==> src/rtl/lcd_bus_ctrl_pkg.sv <==
// lcd_pkg: shared types and constants for the HD44780-style LCD bus sequencer.
//   - lcd_state_e : sequencer FSM states
//   - REG_* / STAT_* : bit positions in the core LCD register and status word
//   - OP_CLEAR / OP_HOME : opcodes that need the long execution wait
//   - INIT_CMDS : power-on command list (used when LCD_INIT_SEQ_EN is defined)
package lcd_pkg;

    typedef enum logic [2:0] {
        IDLE,
        SETUP,
        EN_HI,
        HOLD,
        EXEC,
        INIT_WAIT
    } lcd_state_e;

    // lcd_reg_i fields
    localparam int REG_ON_BIT   = 31;
    localparam int REG_GO_BIT   = 30;
    localparam int REG_RS_BIT   = 9;
    localparam int REG_RW_BIT   = 8;
    localparam int REG_DATA_LSB = 0;

    // lcd_status_o fields
    localparam int STAT_BUSY_BIT = 0;
    localparam int STAT_INIT_BIT = 1;
    localparam int STAT_CNT_LSB  = 8;

    localparam logic [7:0] OP_CLEAR = 8'h01;
    localparam logic [7:0] OP_HOME  = 8'h02;  // 0x03 is also "home"

    // Function set 8-bit/2-line, display on, clear, entry mode increment.
    localparam int INIT_LEN   = 4;
    localparam int INIT_IDX_W = 2;
    localparam logic [INIT_LEN-1:0][7:0] INIT_CMDS = {8'h06, 8'h01, 8'h0C, 8'h38};

    // Clear and home are instructions (RS=0) that take the long wait.
    function automatic logic is_long_cmd(input logic rs, input logic [7:0] data);
        return !rs && ((data == OP_CLEAR) || (data[7:1] == OP_HOME[7:1]));
    endfunction

endpackage

==> src/rtl/lcd_bus_ctrl_if.sv <==
// lcd_bus_ctrl_if: core-side register, status word and board LCD pins.
//   master : core / test side (drives lcd_reg_i, observes everything else)
//   slave  : lcd_bus_ctrl
interface lcd_bus_ctrl_if;
    logic [31:0] lcd_reg_i;     // core LCD register
    logic [31:0] lcd_status_o;  // {16'b0, done_cnt, 6'b0, init_done, busy}
    logic        lcd_on_o;
    logic        lcd_en_o;
    logic        lcd_rs_o;
    logic        lcd_rw_o;
    logic [7:0]  lcd_data_o;

    modport master (
        output lcd_reg_i,
        input  lcd_status_o, lcd_on_o, lcd_en_o, lcd_rs_o, lcd_rw_o, lcd_data_o
    );

    modport slave (
        input  lcd_reg_i,
        output lcd_status_o, lcd_on_o, lcd_en_o, lcd_rs_o, lcd_rw_o, lcd_data_o
    );
endinterface

==> src/rtl/lcd_bus_ctrl_timer.sv <==
// lcd_timer: loadable down-counter for the phase timing of lcd_bus_ctrl.
//   clk_i, rst_ni : clock, async active-low reset (counter -> RST_VAL)
//   load_i        : load load_val_i this cycle (overrides counting)
//   load_val_i    : value to load; a phase of N cycles loads N-1
//   zero_o        : counter currently 0 (it then stays at 0)
module lcd_timer #(
    parameter int               CNT_W   = 17,
    parameter logic [CNT_W-1:0] RST_VAL = '0
) (
    input  logic             clk_i,
    input  logic             rst_ni,
    input  logic             load_i,
    input  logic [CNT_W-1:0] load_val_i,
    output logic             zero_o
);
    logic [CNT_W-1:0] cnt_q, cnt_d;

    always_comb begin
        cnt_d = cnt_q;
        if (load_i)
            cnt_d = load_val_i;
        else if (cnt_q != '0)
            cnt_d = cnt_q - 1'b1;
    end

    always_ff @(posedge clk_i or negedge rst_ni) begin
        if (!rst_ni) cnt_q <= RST_VAL;
        else         cnt_q <= cnt_d;
    end

    assign zero_o = (cnt_q == '0);
endmodule

==> src/rtl/lcd_bus_ctrl.sv <==
// lcd_bus_ctrl: HD44780-style character-LCD bus sequencer.
// Software writes RS/DATA into lcd_reg_i and flips the GO bit; the block then
// drives setup, an EN pulse, hold and the controller execution wait.
//   clk_i, rst_ni : clock, async active-low reset
//   bus (slave)   : lcd_reg_i in; lcd_status_o, lcd_on_o, lcd_en_o,
//                   lcd_rs_o, lcd_rw_o (always 0), lcd_data_o out
// Build option: define LCD_INIT_SEQ_EN to run the power-on init sequence
// (T_PWR_ON wait, then INIT_CMDS) before serving the core. Without it,
// init_done reads 1 and the FSM starts in IDLE.
module lcd_bus_ctrl
    import lcd_pkg::*;
#(
    parameter int T_SETUP  = 4,
    parameter int T_EN     = 12,
    parameter int T_HOLD   = 4,
    parameter int T_EXEC   = 2000,
    parameter int T_CLEAR  = 82000,
`ifdef LCD_INIT_SEQ_EN
    parameter int T_PWR_ON = 750000,
    parameter int CNT_W    = 20
`else
    parameter int CNT_W    = 17
`endif
) (
    input  logic        clk_i,
    input  logic        rst_ni,
    lcd_bus_ctrl_if.slave bus
);
    lcd_state_e       state_q, state_d;
    logic             go_q, go_d;
    logic             rs_q, rs_d;
    logic [7:0]       data_q, data_d;
    logic             en_q, en_d;
    logic             busy_q, busy_d;
    logic             on_q, on_d;
    logic [7:0]       done_cnt_q, done_cnt_d;
    logic             tmr_load, tmr_zero;
    logic [CNT_W-1:0] tmr_val;
    logic             init_done;

`ifdef LCD_INIT_SEQ_EN
    localparam logic [CNT_W-1:0] TMR_RST = CNT_W'(T_PWR_ON - 1);
    localparam lcd_state_e       ST_RST  = INIT_WAIT;
    logic                  init_done_q, init_done_d;
    logic [INIT_IDX_W-1:0] init_idx_q, init_idx_d, init_idx_nxt;
    assign init_done    = init_done_q;
    assign init_idx_nxt = init_idx_q + 1'b1;
`else
    localparam logic [CNT_W-1:0] TMR_RST = '0;
    localparam lcd_state_e       ST_RST  = IDLE;
    assign init_done = 1'b1;
`endif

    // RW is forced to write; the other spare register bits are don't-care.
    logic unused_reg_bits;
    assign unused_reg_bits = ^{bus.lcd_reg_i[29:10], bus.lcd_reg_i[REG_RW_BIT]};

    lcd_timer #(.CNT_W(CNT_W), .RST_VAL(TMR_RST)) u_timer (
        .clk_i      (clk_i),
        .rst_ni     (rst_ni),
        .load_i     (tmr_load),
        .load_val_i (tmr_val),
        .zero_o     (tmr_zero)
    );

    always_comb begin
        state_d    = state_q;
        go_d       = go_q;
        rs_d       = rs_q;
        data_d     = data_q;
        done_cnt_d = done_cnt_q;
        on_d       = bus.lcd_reg_i[REG_ON_BIT];
        tmr_load   = 1'b0;
        tmr_val    = '0;
`ifdef LCD_INIT_SEQ_EN
        init_done_d = init_done_q;
        init_idx_d  = init_idx_q;
`endif
        case (state_q)
            IDLE: begin
                if (bus.lcd_reg_i[REG_GO_BIT] != go_q) begin
                    go_d     = bus.lcd_reg_i[REG_GO_BIT];
                    rs_d     = bus.lcd_reg_i[REG_RS_BIT];
                    data_d   = bus.lcd_reg_i[REG_DATA_LSB +: 8];
                    state_d  = SETUP;
                    tmr_load = 1'b1;
                    tmr_val  = CNT_W'(T_SETUP - 1);
                end
            end
            SETUP: if (tmr_zero) begin
                state_d  = EN_HI;
                tmr_load = 1'b1;
                tmr_val  = CNT_W'(T_EN - 1);
            end
            EN_HI: if (tmr_zero) begin
                state_d  = HOLD;
                tmr_load = 1'b1;
                tmr_val  = CNT_W'(T_HOLD - 1);
            end
            HOLD: if (tmr_zero) begin
                state_d  = EXEC;
                tmr_load = 1'b1;
                tmr_val  = is_long_cmd(rs_q, data_q) ? CNT_W'(T_CLEAR - 1)
                                                     : CNT_W'(T_EXEC - 1);
            end
            EXEC: if (tmr_zero) begin
`ifdef LCD_INIT_SEQ_EN
                if (!init_done_q) begin
                    // Init commands chain straight into the next SETUP so a
                    // pending GO cannot slip in between them.
                    if (init_idx_q == INIT_IDX_W'(INIT_LEN - 1)) begin
                        init_done_d = 1'b1;
                        state_d     = IDLE;
                    end else begin
                        init_idx_d = init_idx_nxt;
                        data_d     = INIT_CMDS[init_idx_nxt];
                        rs_d       = 1'b0;
                        state_d    = SETUP;
                        tmr_load   = 1'b1;
                        tmr_val    = CNT_W'(T_SETUP - 1);
                    end
                end else begin
                    state_d    = IDLE;
                    done_cnt_d = done_cnt_q + 8'd1;
                end
`else
                state_d    = IDLE;
                done_cnt_d = done_cnt_q + 8'd1;
`endif
            end
            INIT_WAIT: begin
`ifdef LCD_INIT_SEQ_EN
                if (tmr_zero) begin
                    data_d   = INIT_CMDS[0];
                    rs_d     = 1'b0;
                    state_d  = SETUP;
                    tmr_load = 1'b1;
                    tmr_val  = CNT_W'(T_SETUP - 1);
                end
`else
                state_d = IDLE;
`endif
            end
            default: state_d = IDLE;
        endcase
        // EN and busy come straight from the next state so the pins are flops.
        en_d   = (state_d == EN_HI);
        busy_d = (state_d != IDLE);
    end

    always_ff @(posedge clk_i or negedge rst_ni) begin
        if (!rst_ni) begin
            state_q    <= ST_RST;
            go_q       <= 1'b0;
            rs_q       <= 1'b0;
            data_q     <= 8'd0;
            en_q       <= 1'b0;
            busy_q     <= 1'b0;
            on_q       <= 1'b0;
            done_cnt_q <= 8'd0;
        end else begin
            state_q    <= state_d;
            go_q       <= go_d;
            rs_q       <= rs_d;
            data_q     <= data_d;
            en_q       <= en_d;
            busy_q     <= busy_d;
            on_q       <= on_d;
            done_cnt_q <= done_cnt_d;
        end
    end

`ifdef LCD_INIT_SEQ_EN
    always_ff @(posedge clk_i or negedge rst_ni) begin
        if (!rst_ni) begin
            init_done_q <= 1'b0;
            init_idx_q  <= '0;
        end else begin
            init_done_q <= init_done_d;
            init_idx_q  <= init_idx_d;
        end
    end
`endif

    always_comb begin
        bus.lcd_status_o                       = '0;
        bus.lcd_status_o[STAT_BUSY_BIT]        = busy_q;
        bus.lcd_status_o[STAT_INIT_BIT]        = init_done;
        bus.lcd_status_o[STAT_CNT_LSB +: 8]    = done_cnt_q;
    end

    assign bus.lcd_on_o   = on_q;
    assign bus.lcd_en_o   = en_q;
    assign bus.lcd_rs_o   = rs_q;
    assign bus.lcd_rw_o   = 1'b0;
    assign bus.lcd_data_o = data_q;
endmodule

==> src/flat_wrapper.sv <==
// flat-port wrapper written by rule: the top's interface ports become plain ports
module lcd_bus_ctrl_flat import lcd_pkg::*;
#(
    parameter int T_SETUP  = 4,
    parameter int T_EN     = 12,
    parameter int T_HOLD   = 4,
    parameter int T_EXEC   = 2000,
    parameter int T_CLEAR  = 82000,

    parameter int CNT_W    = 17

)
  (clk_i, rst_ni, bus_lcd_reg_i, bus_lcd_status_o, bus_lcd_on_o, bus_lcd_en_o, bus_lcd_rs_o, bus_lcd_rw_o, bus_lcd_data_o);
  lcd_bus_ctrl_if bus_i ();
  input  logic clk_i;
  input  logic rst_ni;
  input wire logic [$bits(bus_i.lcd_reg_i)-1:0] bus_lcd_reg_i;
  output wire logic [$bits(bus_i.lcd_status_o)-1:0] bus_lcd_status_o;
  output wire logic [$bits(bus_i.lcd_on_o)-1:0] bus_lcd_on_o;
  output wire logic [$bits(bus_i.lcd_en_o)-1:0] bus_lcd_en_o;
  output wire logic [$bits(bus_i.lcd_rs_o)-1:0] bus_lcd_rs_o;
  output wire logic [$bits(bus_i.lcd_rw_o)-1:0] bus_lcd_rw_o;
  output wire logic [$bits(bus_i.lcd_data_o)-1:0] bus_lcd_data_o;
  assign bus_i.lcd_reg_i = bus_lcd_reg_i;
  assign bus_lcd_status_o = bus_i.lcd_status_o;
  assign bus_lcd_on_o = bus_i.lcd_on_o;
  assign bus_lcd_en_o = bus_i.lcd_en_o;
  assign bus_lcd_rs_o = bus_i.lcd_rs_o;
  assign bus_lcd_rw_o = bus_i.lcd_rw_o;
  assign bus_lcd_data_o = bus_i.lcd_data_o;
  lcd_bus_ctrl #(.T_SETUP(T_SETUP), .T_EN(T_EN), .T_HOLD(T_HOLD), .T_EXEC(T_EXEC), .T_CLEAR(T_CLEAR), .CNT_W(CNT_W)) u_core (.clk_i(clk_i), .rst_ni(rst_ni), .bus(bus_i));
endmodule
==> config.mk <==
export PLATFORM = sky130hd
export DESIGN_NAME = lcd_bus_ctrl_flat
export DESIGN_NICKNAME = d
export VERILOG_FILES = /design/src/rtl/lcd_bus_ctrl_pkg.sv /design/src/rtl/lcd_bus_ctrl_if.sv /design/src/rtl/lcd_bus_ctrl_timer.sv /design/src/rtl/lcd_bus_ctrl.sv /design/src/flat_wrapper.sv
export SDC_FILE = /design/constraint.sdc
export NUM_CORES = 1
export LEC_CHECK = 0
export ABC_AREA = 1
export CAP_MARGIN = 0
export CORE_MARGIN = 3
export CORE_UTILIZATION = 44
export CTS_BUF_LIST = sky130_fd_sc_hd__clkbuf_4 sky130_fd_sc_hd__clkbuf_8
export DETAILED_ROUTE_END_ITERATION = 7
export GPL_TIMING_DRIVEN = 0
export PLACE_DENSITY = 0.9
export SLEW_MARGIN = 20
export SYNTH_ARGS = -nofsm -noshare
export SYNTH_HDL_FRONTEND = slang
export SYNTH_SLANG_ARGS = --single-unit
==> constraint.sdc <==
create_clock -name clk_i -period 1.7 [get_ports clk_i]
set_input_delay 0.255 -clock clk_i [delete_from_list [all_inputs] [get_ports clk_i]]
set_output_delay 0.255 -clock clk_i [all_outputs]
set_load 0.02 [all_outputs]
# Word level (Yosys, flattened, before mapping)
# Cells that the tools add are included.
# word_totals
regBits,41
input_bits,34
elab_cells,47
# op_classes
addsub,2
n_eq_ne,8
muxes,17
reduce_logical,11
# op_table
cell,n
17-bit two-way mux,4
17-bit case mux with 4 select lines,1
17-bit zero test,1
17-bit nonzero test,1
"17-bit by 1-bit subtractor with 17-bit output, second input constant",1
3-bit two-way mux,5
3-bit case mux with 5 select lines,1
"3-bit by 2-bit == test with 1-bit output, second input constant",3
"8-bit by 1-bit adder with 8-bit output, second input constant",1
"8-bit by 1-bit == test with 1-bit output, second input constant",1
"7-bit by 1-bit == test with 1-bit output, second input constant",1
2-bit two-way mux,2
4-bit two-way mux,1
2-bit AND reduction,2
"3-bit by 1-bit == test with 1-bit output, second input constant",1
"3-bit == test, second input constant",1
3-bit zero test,1
3-bit nonzero test,1
3-bit OR reduction,1
1-bit two-way mux,2
1-bit case mux with 2 select lines,1
2-bit nonzero test,1
1-bit logical AND,1
1-bit zero test,1
2 further kinds,2

# Longest topological paths before layout
# Gate-level depths: netlist of the first run.
# depth
ltp_word,7
ltp_mapped,12

# By module
# A second synthesis of the first run with hierarchy kept.
# unflattened
hier_cells,343
hier_area_um2,2539.9
# by_module_without_submodules
module,instances,cells_each,area_each_um2,seq_area_each_um2
lcd_bus_ctrl,1,173,1358.8,600.6
lcd_timer,1,170,1181.1,425.4

# Worst setup path before layout of the first run
# No wires, ideal clock.
# synth_path
kind,register to register
startpoint,register u_core.u_timer.cnt_q[0]
endpoint,register u_core.u_timer.cnt_q[8]
setup_ns,0.128
arrival_time_ns,1.434
required_ns,1.572
slack_ns,0.138
path_stages_with_launch,13
path_buffers,1
period_less_slack_ns,1.562
path_cell_list,dfrtp_1 inv_1 ha_1 inv_1 nor2_1 nand2_1 nor2_4 nand3_4 nand2_4 inv_2 buf_6 nand2_1 a21oi_1
# synth_between
elab_chain_cells,4
# synth_lines
element,line_no,text
from (decl),lcd_bus_ctrl_timer.sv:16,"logic [CNT_W-1:0] cnt_q, cnt_d;"
from (signal assigned),lcd_bus_ctrl_timer.sv:28,else cnt_q <= cnt_d;
"parallel branches: the longest is 4 deep, another holds 17-bit by 1-bit subtractor with 17-bit output",--,
# Parallel ways; which one is timed is not known. The select of a mux whose other input is x is not followed.
# A chain may end at the register's enable or synchronous reset.

# Final worst setup path of the first run
# layout_path
startpoint,register u_core.u_timer.cnt_q[0]
endpoint,register u_core.done_cnt_q[4]
# layout_between
elab_chain_cells,2
# layout_lines
element,line_no,text
17-bit zero test,lcd_bus_ctrl_timer.sv:31,assign zero_o = (cnt_q == '0);
2-bit AND reduction (no source line),--,
to (signal assigned),lcd_bus_ctrl.sv:169,done_cnt_q <= done_cnt_d;
to (decl),lcd_bus_ctrl.sv:36,"logic [7:0] done_cnt_q, done_cnt_d;"
# No other way between the ends.

==> results.md, run 1 <==
* Finished Layout Cells at 439
* Routed len/inst at 13.3 um
* Synth cell types at 30
* CTS Buf Count at 5
* GRT overflow at 0
* Vias in the first global route at 2046
* Max Freq at 590 MHz
* Total Wirelength at 5.83 mm
* Final Core Density at 0.630
* Worst Setup End Kind: flip-flop
* Avg Cell Area, Syn at 8.47 um2
* Final hold violations at 0
* Pint at 1.54 mW
* Seq/Total Area, Yosys at 0.413
* Die width at 81.1 um
* Setup CP Type: reg2reg
* Largest family of logic cells by synthesized area: simple AND/OR/NAND/NOR gates
* Fin. max-slew vios at 0
* Mux share of post-synthesis cell area at 0.0439
* IO Pins at 78
* TritonCTS clock tree: done
* Worst vdd ir at 601 uV
* TritonRoute pass-1 iters at 4
* Clk buf depth at 2
* Pin count of the biggest net entering global routing at 26
* Synth Warn # at 0
* FF-to-FF End: u_core.done_cnt_q[4]$_DFFE_PN0P_
* I/O Buffers at 32
* Site Rows at 26
* Setup TNS at 0 ns
* H-tree depth at 2
* Synth Area in Adders at 0.0151
* Via/cell ratio at 4.68
* Initial antenna violation count at 0
* Die area at 6580 um2
* Seq cells post-synth at 41
* R2R cell count at 12
* Clock power frac at 0.426
* Final Power at 1.96 mW
* GPL Wtd Cong at 0.817
* RSZ-0062 raised after global routing: yes
* Largest fanout on the critical path at 5
* Chip height at 81.1 um
* Dpl cells at 418
* Synth Area in Compound Gates at 0.0373
* Core area at 5270 um2
* Fin nets at 405
* Worst-Skew Late Latency at 0.30 ns
* Worst Setup SP: u_core.u_timer.cnt_q[0]$_DFFE_PN0P_
* Lkg Pwr at 1.69 nW
* Crit path cell chain: inv_2 > ha_4 > inv_2 > nor2_4 > nand2_4 > nor2_4 > nand2_4 > nor2_4 > buf_6 > inv_2 > nand2_1 > nand2_1
* 1st-iter DRT viols at 90
* Tcrit/Tclk final at 0.997
* WP data required at 1.90 ns
* Cell Area, Placed at 2990 um2
* Initial Util at 0.471
* Combinational share of power at 0.076
* Hold Crit Class: in2reg
* XOR/XNOR Fraction of Synth Area at 0.0665
* Sequential share of power at 0.498
* R2R Path Start: u_core.u_timer.cnt_q[0]$_DFFE_PN0P_
* Clock slew at reported path FFs at 0.08 ns
* DR vias at 2055
* Crit path to: u_core.done_cnt_q[4]$_DFFE_PN0P_
* Status: finished clean
* DP HPWL at 3.82 mm
* WP buf/inv at 4
* Clock Tree Root: clkbuf_8
* R2r setup slk at 0.005 ns
* Tmin final at 1.70 ns
* CTS Sinks at 41
* CP max-delay cell: dfrtp_1
* Critical path depth at 12
* PwrDens at 591 nW/um2
* Delay-heaviest family, CP: simple AND/OR/NAND/NOR gates
* Switching share of total power at 0.216
* Max-cap violations at 0
* Setup Viol. Count Final at 0
* Total GRT Usage at 0.180
* Post-Syn Area at 2480 um2
* CP arrival at 1.89 ns
* Area Overhead vs Synth at 33.7%
* Slowest cell delay on critical path at 0.39 ns
* Cell count after synthesis at 293
* Crit path launch type: flip-flop
* First-pass GRT wire length at 9.12 mm
* Post-route cell area at 3320 um2
* Setup Skew at 0.00480 ns
* Simple-gate share of the synthesized area at 0.285
* Post-detailed-route count of antenna-violating nets at 0
* Share of layout cells above drive strength 1 at 0.301
* Switching Power at 423 uW
* Remaining DRCs at 0
* Ant. Diodes at 0
## layout by cell type (no fill, tap or decap), drive strengths merged
cell	count
a21oi	10
and3	1
buf	42
bufinv	1
clkbuf	7
clkdlybuf4s50	30
conb	24
dfrtp	41
dlygate4sd3	1
dlymetal6s2s	1
ha	3
inv	31
mux2	8
nand2	67
nand3	12
nand3b	2
nand4	3
nor2	53
nor3	6
o21ai	7
o21bai	1
xnor2	6
xor2	12
## cells by family after synthesis
group,count (synthesis)
compound gates,18
xor+xnor,18
fa+ha+maj,3
buf+inv,59
flops,41
mux,8
other cells,2
simple gates,144
## synthesized netlist by cell type (all sizes together)
cell type | number | area (um2)
nand4 | 3 | 18.8
dfrtp | 41 | 1030
ha | 3 | 37.5
xor2 | 12 | 113
inv | 31 | 116
xnor2 | 6 | 52.6
nor3 | 6 | 30.0
nand3 | 12 | 77.6
a21oi | 10 | 50.1
nor2 | 53 | 278
nand2 | 67 | 282
o21ai | 7 | 35.0
mux2 | 8 | 109
nand3b | 2 | 15.0
o21bai | 1 | 7.51
and3 | 1 | 6.26
buf | 28 | 221
conb | 2 | 7.51
## worst min-delay path by stage
stage	depth (start not counted)	endpoint	start
after global routing	1	u_core.bus.lcd_on_o$_DFF_PN0_	bus_lcd_reg_i[31]
after CTS	1	u_core.bus.lcd_on_o$_DFF_PN0_	bus_lcd_reg_i[31]
after global placement	1	u_core.go_q$_DFFE_PN0P_	u_core.go_q$_DFFE_PN0P_
after detailed placement	1	u_core.done_cnt_q[6]$_DFFE_PN0P_	rst_ni
final	1	u_core.bus.lcd_on_o$_DFF_PN0_	bus_lcd_reg_i[31]
after floorplan	0	u_core.bus.lcd_data_o[0]$_DFFE_PN0P_	rst_ni
## flip-flops by register name (all words and copies together) (netlist names)
signal and flops:
u_core.bus.lcd_en_o 1, u_core.bus.lcd_on_o 1, u_core.bus.lcd_rs_o 1, u_core.go_q 1
u_core.u_timer.cnt_q 17, u_core.state_q 3, u_core.done_cnt_q 8, u_core.bus.lcd_data_o 8
u_core.busy_q 1
## per-layer routing
layer,global-route usage,wire (um),vias up
met3,0.0388,349,19
met5,0,0,-
met1,0.204,2240,947
met2,0.319,3090,78
met4,0.0929,150,0
li1,-,-,1011
## stage by stage
| stage | hold slack [ns] | worst slack [ns] |
|---|---|---|
| CTS | 0.390 | 0.0104 |
| finish | 0.399 | 0.00466 |
| global placement | 0.508 | -0.629 |
| detailed placement | 0.206 | -0.0254 |
| floorplan | -0.0406 | 0.138 |
| global route | 0.395 | -0.0790 |
## power by group through the flow
stage / clock, mW / sequential, mW / combinational, mW
6_report: 0.836 / 0.976 / 0.150
5_1_grt: 0.884 / 0.976 / 0.162
4_1_cts: 0.853 / 0.976 / 0.149
3_5_place_dp: 0 / 0.995 / 0.147
3_3_place_gp: 0 / 0.995 / 0.141
2_1_floorplan: 0 / 0.997 / 0.0896
## what timing repair did
| item | CTS | global route |
|---|---|---|
| hold buffers | 1 | 0 |
| buffers inserted | 4 | 6 |
| gates cloned | 1 | 1 |
| hold endpoints to repair | 16 | 0 |
| endpoints found under the setup margin | 15 | 31 |
| gates resized for setup | 6 | 28 |
| pin swaps | 2 | 8 |
## area by class of cell
class / count / area [um2]
fillers: 426 / 1950
multi-input cells: 215 / 1280
flip-flops and latches: 41 / 1030
repair buffers: 46 / 458
plain buffers: 28 / 221
inverters: 31 / 121
clock buffers: 7 / 90.1
well taps: 70 / 87.6
clock inverters: 1 / 30.0
(Power assumes the default switching activity.)
==> inputs of run 2 (changes only) <==
SLEW_MARGIN = default   (was 20)
==> run 2 against run 1 <==
Net effect:
- clock power is essentially flat
- sequential power is essentially flat
- register-to-register slack gained 0.04 ns
- final cell count shrank 1.1%
- non-clock buffer count shrank 5
- sequential cell count is the same
- power shrank 0.40%
- largest cell class unchanged
- critical endpoint is now u_core.u_timer.cnt_q[10]$_DFFE_PN0P_
- worst setup slack gained 0.039 ns
==> results.md, run 2 (synthesized netlist as in run 1, its figures left out) <==
* Status: finished clean
* Total Wirelength at 5.69 mm
* Largest fanout on the critical path at 5
* Top reg by flops: u_core.u_timer.cnt_q
* CTS Buf Count at 5
* Worst Setup End Kind: flip-flop
* Tmin final at 1.66 ns
* Via/cell ratio at 4.69
* Fin. max-slew vios at 0
* Clock slew at reported path FFs at 0.08 ns
* Hold Crit Class: in2async
* Post-route cell area at 3290 um2
* Area Overhead vs Synth at 32.7%
* 1st-iter DRT viols at 89
* TritonCTS clock tree: done
* Setup Viol. Count Final at 0
* FF-to-FF End: u_core.u_timer.cnt_q[10]$_DFFE_PN0P_
* First-pass GRT wire length at 8.74 mm
* R2R Path Start: u_core.u_timer.cnt_q[0]$_DFFE_PN0P_
* Chip height at 81.1 um
* PwrDens at 593 nW/um2
* Dpl cells at 417
* Total GRT Usage at 0.174
* Worst vdd ir at 563 uV
* Hold-fix buffers at CTS at 0
* Tcrit/Tclk final at 0.974
* Setup CP Type: reg2reg
* R2R cell count at 12
* Worst-Skew Late Latency at 0.30 ns
* I/O Buffers at 32
* Remaining DRCs at 0
* H-tree depth at 2
* Clock Tree Root: clkbuf_8
* Fin nets at 400
* Worst-Margin Slew at 0.913 ns
* Setup Skew at 0.00426 ns
* Initial Util at 0.471
* DR vias at 2036
* Site Rows at 26
* Hold WS at 0.0782 ns
* Max FFs per register at 17
* Max Freq at 604 MHz
* Cell Area, Placed at 2970 um2
* TritonRoute pass-1 iters at 4
* Lkg Pwr at 1.67 nW
* DP HPWL at 3.76 mm
* Routed len/inst at 13.1 um
* Share of layout cells above drive strength 1 at 0.302
* Initial antenna violation count at 0
* Die area at 6580 um2
* Final Power at 1.95 mW
* WP data required at 1.89 ns
* GRT overflow at 0
* Crit path launch type: flip-flop
* Die width at 81.1 um
* Post-detailed-route count of antenna-violating nets at 0
* Crit path cell chain: inv_2 > ha_4 > inv_2 > nor2_4 > nand2_4 > nor2_4 > nand3_4 > nand2_8 > inv_8 > buf_6 > nand3_1 > nand2_1
* R2r setup slk at 0.04 ns
* Commonest non-fill, non-tap cell in the layout: nand2_1
* Finished Layout Cells at 434
* Pin count of the biggest net entering global routing at 42
* Ant. Diodes at 0
* CP max-delay cell: dfrtp_1
* CP arrival at 1.84 ns
* CTS Sinks at 41
* Slowest cell delay on critical path at 0.39 ns
* Most frequent cells in the layout: nand2_1 (54), dfrtp_1 (41), nor2_1 (31), buf_4 (31), clkdlybuf4s50_1 (30)
* Clk buf depth at 2
* Vias in the first global route at 1955
* Slew margin rel. at 0.391
* Core area at 5270 um2
* Max-cap violations at 0
* GPL Wtd Cong at 0.817
* IO Pins at 78
* Final hold violations at 0
-- run 2: cell count changes in the layout (fill, tap and decap cells not counted), moves of 2 or more --
| cell | delta |
|---|---|
| a21oi_1 | -3 |
| buf_4 | -3 |
| buf_12 | -2 |
| a21oi_2 | +3 |
-- run 2: layout make-up --
class,count,area [um2]
Clock inverter,1,30.0
Tap cell,70,87.6
Timing Repair Buffer,41,397
Inverter,31,126
Sequential cell,41,1030
Buffer,28,225
Fill cell,435,1980
Multi-Input combinational cell,215,1310
Clock buffer,7,90.1
-- run 2: layer usage --
layer  vias up  part of all wire  GRT usage
li1       1006                 -          -
met1       962              0.40      0.200
met2        55              0.53      0.319
met3        13             0.049     0.0466
met4         0             0.024     0.0473
met5         -                 0          0
-- run 2: through the flow --
step | util | setup TNS (ns) | setup WS (ns)
floorplan | - | 0 | 0.138
global placement | 0.564 | -25.67 | -0.629
detailed placement | 0.563 | -0.0980 | -0.0230
CTS | 0.593 | 0 | 0.00648
global route | 0.625 | -0.527 | -0.0686
finish | 0.625 | 0 | 0.0436
-- run 2: timing repair --
action                     4_1_cts  5_1_grt
setup endpoints to repair       16       29
cloned                           0        2
pin swaps                        2        8
gates resized for setup          5       40
setup buffers                    3        4
-- run 2: worst max-delay path: cells and delay by family (launching register included) --
| family | cells | cell delay [ns] |
|---|---|---|
| buffers and inverters | 4 | 0.30 |
| DFF | 1 | 0.39 |
| adders and majority gates | 1 | 0.14 |
| and+or+nand+nor | 7 | 0.70 |
-- run 2: power breakdown --
| group | total (mW) | internal (mW) | switching [mW] |
|---|---|---|---|
| Combinational | 0.142 | 0.0624 | 0.0798 |
| Clock | 0.836 | 0.495 | 0.341 |
| Sequential | 0.976 | 0.975 | 0.000401 |
-- run 2: worst max-delay path by stage --
stage | cells after the start | slack [ns] | startpoint | end
final | 12 | 0.04 | u_core.u_timer.cnt_q[0]$_DFFE_PN0P_ | u_core.u_timer.cnt_q[10]$_DFFE_PN0P_
after floorplan | 12 | 0.14 | u_core.u_timer.cnt_q[0]$_DFFE_PN0P_ | u_core.u_timer.cnt_q[8]$_DFFE_PN0P_
after CTS | 12 | 0.006 | u_core.u_timer.cnt_q[0]$_DFFE_PN0P_ | u_core.u_timer.cnt_q[8]$_DFFE_PN0P_
after global placement | 1 | -0.63 | rst_ni | u_core.bus.lcd_data_o[4]$_DFFE_PN0P_
after detailed placement | 12 | -0.02 | u_core.u_timer.cnt_q[0]$_DFFE_PN0P_ | u_core.u_timer.cnt_q[2]$_DFFE_PN0P_
after global routing | 9 | -0.07 | u_core.u_timer.cnt_q[0]$_DFFE_PN0P_ | u_core.u_timer.cnt_q[15]$_DFFE_PN0P_
==> inputs of run 3 (changes only) <==
CORE_MARGIN = default   (was 3)
==> run 3 against run 2 <==
Net effect:
- sequential cell count did not move
- sequential power barely moved
- die area fell by 9.6%
- highest routed layer unchanged
- maximum frequency fell by 0.91%
- final cell count fell by 0.92%
==> results.md, run 3 (synthesized netlist as in run 1, its figures left out) <==
* Fin nets at 396
* Worst-Margin Slew at 0.889 ns
* Worst-Skew Late Latency at 0.29 ns
* CP arrival at 1.86 ns
* Worst Setup End Kind: flip-flop
* Post-detailed-route count of antenna-violating nets at 0
* Clock slew at reported path FFs at 0.07 ns
* Core area at 5270 um2
* Remaining DRCs at 0
* Setup Skew at 0.00466 ns
* Clock Tree Root: clkbuf_8
* Pin count of the biggest net entering global routing at 42
* Largest fanout on the critical path at 5
* Routed len/inst at 11.6 um
* Max-cap violations at 0
* Site Rows at 26
* Top reg by flops: u_core.u_timer.cnt_q
* R2R cell count at 12
* Chip height at 77.1 um
* Finished Layout Cells at 430
* Tcrit/Tclk final at 0.983
* Clk buf depth at 2
* GPL Wtd Cong at 0.897
* GRT met3 Usage at 0.0393
* Max Freq at 598 MHz
* DP HPWL at 3.55 mm
* Hold-fix buffers at CTS at 0
* Status: finished clean
* Setup CP Type: reg2reg
* Max FFs per register at 17
* Die area at 5950 um2
* GRT overflow at 0
* Hold Crit Class: in2async
* Crit-path most repeated cell: nand2_2
* IO Pins at 78
* Post-route cell area at 3160 um2
* R2R Path Start: u_core.u_timer.cnt_q[0]$_DFFE_PN0P_
* Total GRT Usage at 0.176
* I/O Buffers at 32
* WP data required at 1.89 ns
* DR vias at 1958
* Worst Setup SP: u_core.u_timer.cnt_q[0]$_DFFE_PN0P_
* Most frequent cells in the layout: nand2_1 (52), dfrtp_1 (41), nor2_1 (34), clkdlybuf4s50_1 (30), buf_4 (28)
* Global route hottest layer: met2
* Share of layout cells above drive strength 1 at 0.275
* Crit path cell chain: inv_2 > ha_4 > inv_2 > nor2_2 > nand2_2 > nor2_4 > nand2_4 > nor2_4 > buf_6 > inv_4 > nand2_2 > nand2_2
* Slowest cell delay on critical path at 0.39 ns
* Final hold violations at 0
* Initial Util at 0.471
* Ant. Diodes at 0
* PwrDens at 560 nW/um2
* Area Overhead vs Synth at 27.2%
* Via/cell ratio at 4.55
* Cell Area, Placed at 2970 um2
* Die width at 77.1 um
* Met1 Use GR at 0.211
* Crit path launch type: flip-flop
* CP max-delay cell: dfrtp_1
* CTS Buf Count at 5
* R2r setup slk at 0.03 ns
* 1st-iter DRT viols at 79
* RSZ-0062 raised after global routing: yes
* Vias in the first global route at 1857
* Tmin final at 1.67 ns
* Initial antenna violation count at 0
* Lkg Pwr at 1.61 nW
* Worst vdd ir at 515 uV
* Setup Viol. Count Final at 0
* FF-to-FF End: u_core.done_cnt_q[4]$_DFFE_PN0P_
* Final Power at 1.77 mW
* Total Wirelength at 4.99 mm
* Dpl cells at 417
* TritonRoute pass-1 iters at 4
* First-pass GRT wire length at 8.25 mm
* CTS Sinks at 41
* M2 GR Usage at 0.306
* TritonCTS clock tree: done
* H-tree depth at 2
* Fin. max-slew vios at 0
* Slew margin rel. at 0.407
* Commonest non-fill, non-tap cell in the layout: nand2_1
==> run 3: cell count changes in the layout (fill, tap and decap cells not counted), sizes merged <==
cell,change
buf,-4
bufinv,-1
clkbuf,+1
==> run 3: repair_timing <==
item	CTS	global route
pin swaps	2	9
setup endpoints to repair	11	26
endpoints found under the hold margin	0	0
gates cloned	0	2
resized for setup	5	20
buffers inserted	2	1
==> run 3: where the power goes <==
group          internal [mW]  switching, mW  total [mW]
clock                  0.339          0.313       0.652
sequential             0.976       0.000358       0.976
combinational         0.0623         0.0784       0.141
total                   1.38          0.391        1.77
==> run 3: area by class of cell <==
class,instances,area (um2)
timing repair buffer,37,357
inverter,31,124
fill,437,2110
tap,70,87.6
clock buffer,8,91.3
sequential,41,1030
multi-input combinational,215,1250
buffer,28,221
==> run 3: worst max-delay path by stage <==
stage / to / cells past startpoint
detailed placement: u_core.u_timer.cnt_q[8]$_DFFE_PN0P_ / 12
CTS: u_core.u_timer.cnt_q[8]$_DFFE_PN0P_ / 12
global route: u_core.done_cnt_q[4]$_DFFE_PN0P_ / 12
finish: u_core.done_cnt_q[4]$_DFFE_PN0P_ / 12
floorplan: u_core.u_timer.cnt_q[8]$_DFFE_PN0P_ / 12
global placement: u_core.u_timer.cnt_q[15]$_DFFE_PN0P_ / 1
==> run 3: metal layers <==
layer	up-vias	share of wire	routed length (um)
met4	0	0.012	62
met3	5	0.046	231
li1	995	-	-
met5	-	0	0
met1	905	0.44	2180
met2	53	0.50	2510
==> run 3: metrics by stage <==
step	hold slack, ns	setup WS, ns	setup TNS (ns)	utilization
after floorplan	-0.0406	0.138	0	-
after global placement	0.509	-0.600	-24.52	0.564
after detailed placement	0.431	-0.0343	-0.157	0.563
after CTS	0.115	0.00415	0	0.585
after global routing	0.154	-0.0946	-0.850	0.599
final	0.0822	0.0285	0	0.599
==> run 3: worst max-delay path: cells and delay by family, from the launching register on <==
kind / cells / cell delay (ns)
and+or+nand+nor: 7 / 0.72
DFF: 1 / 0.39
buffers and inverters: 4 / 0.33
adders and majority gates: 1 / 0.14
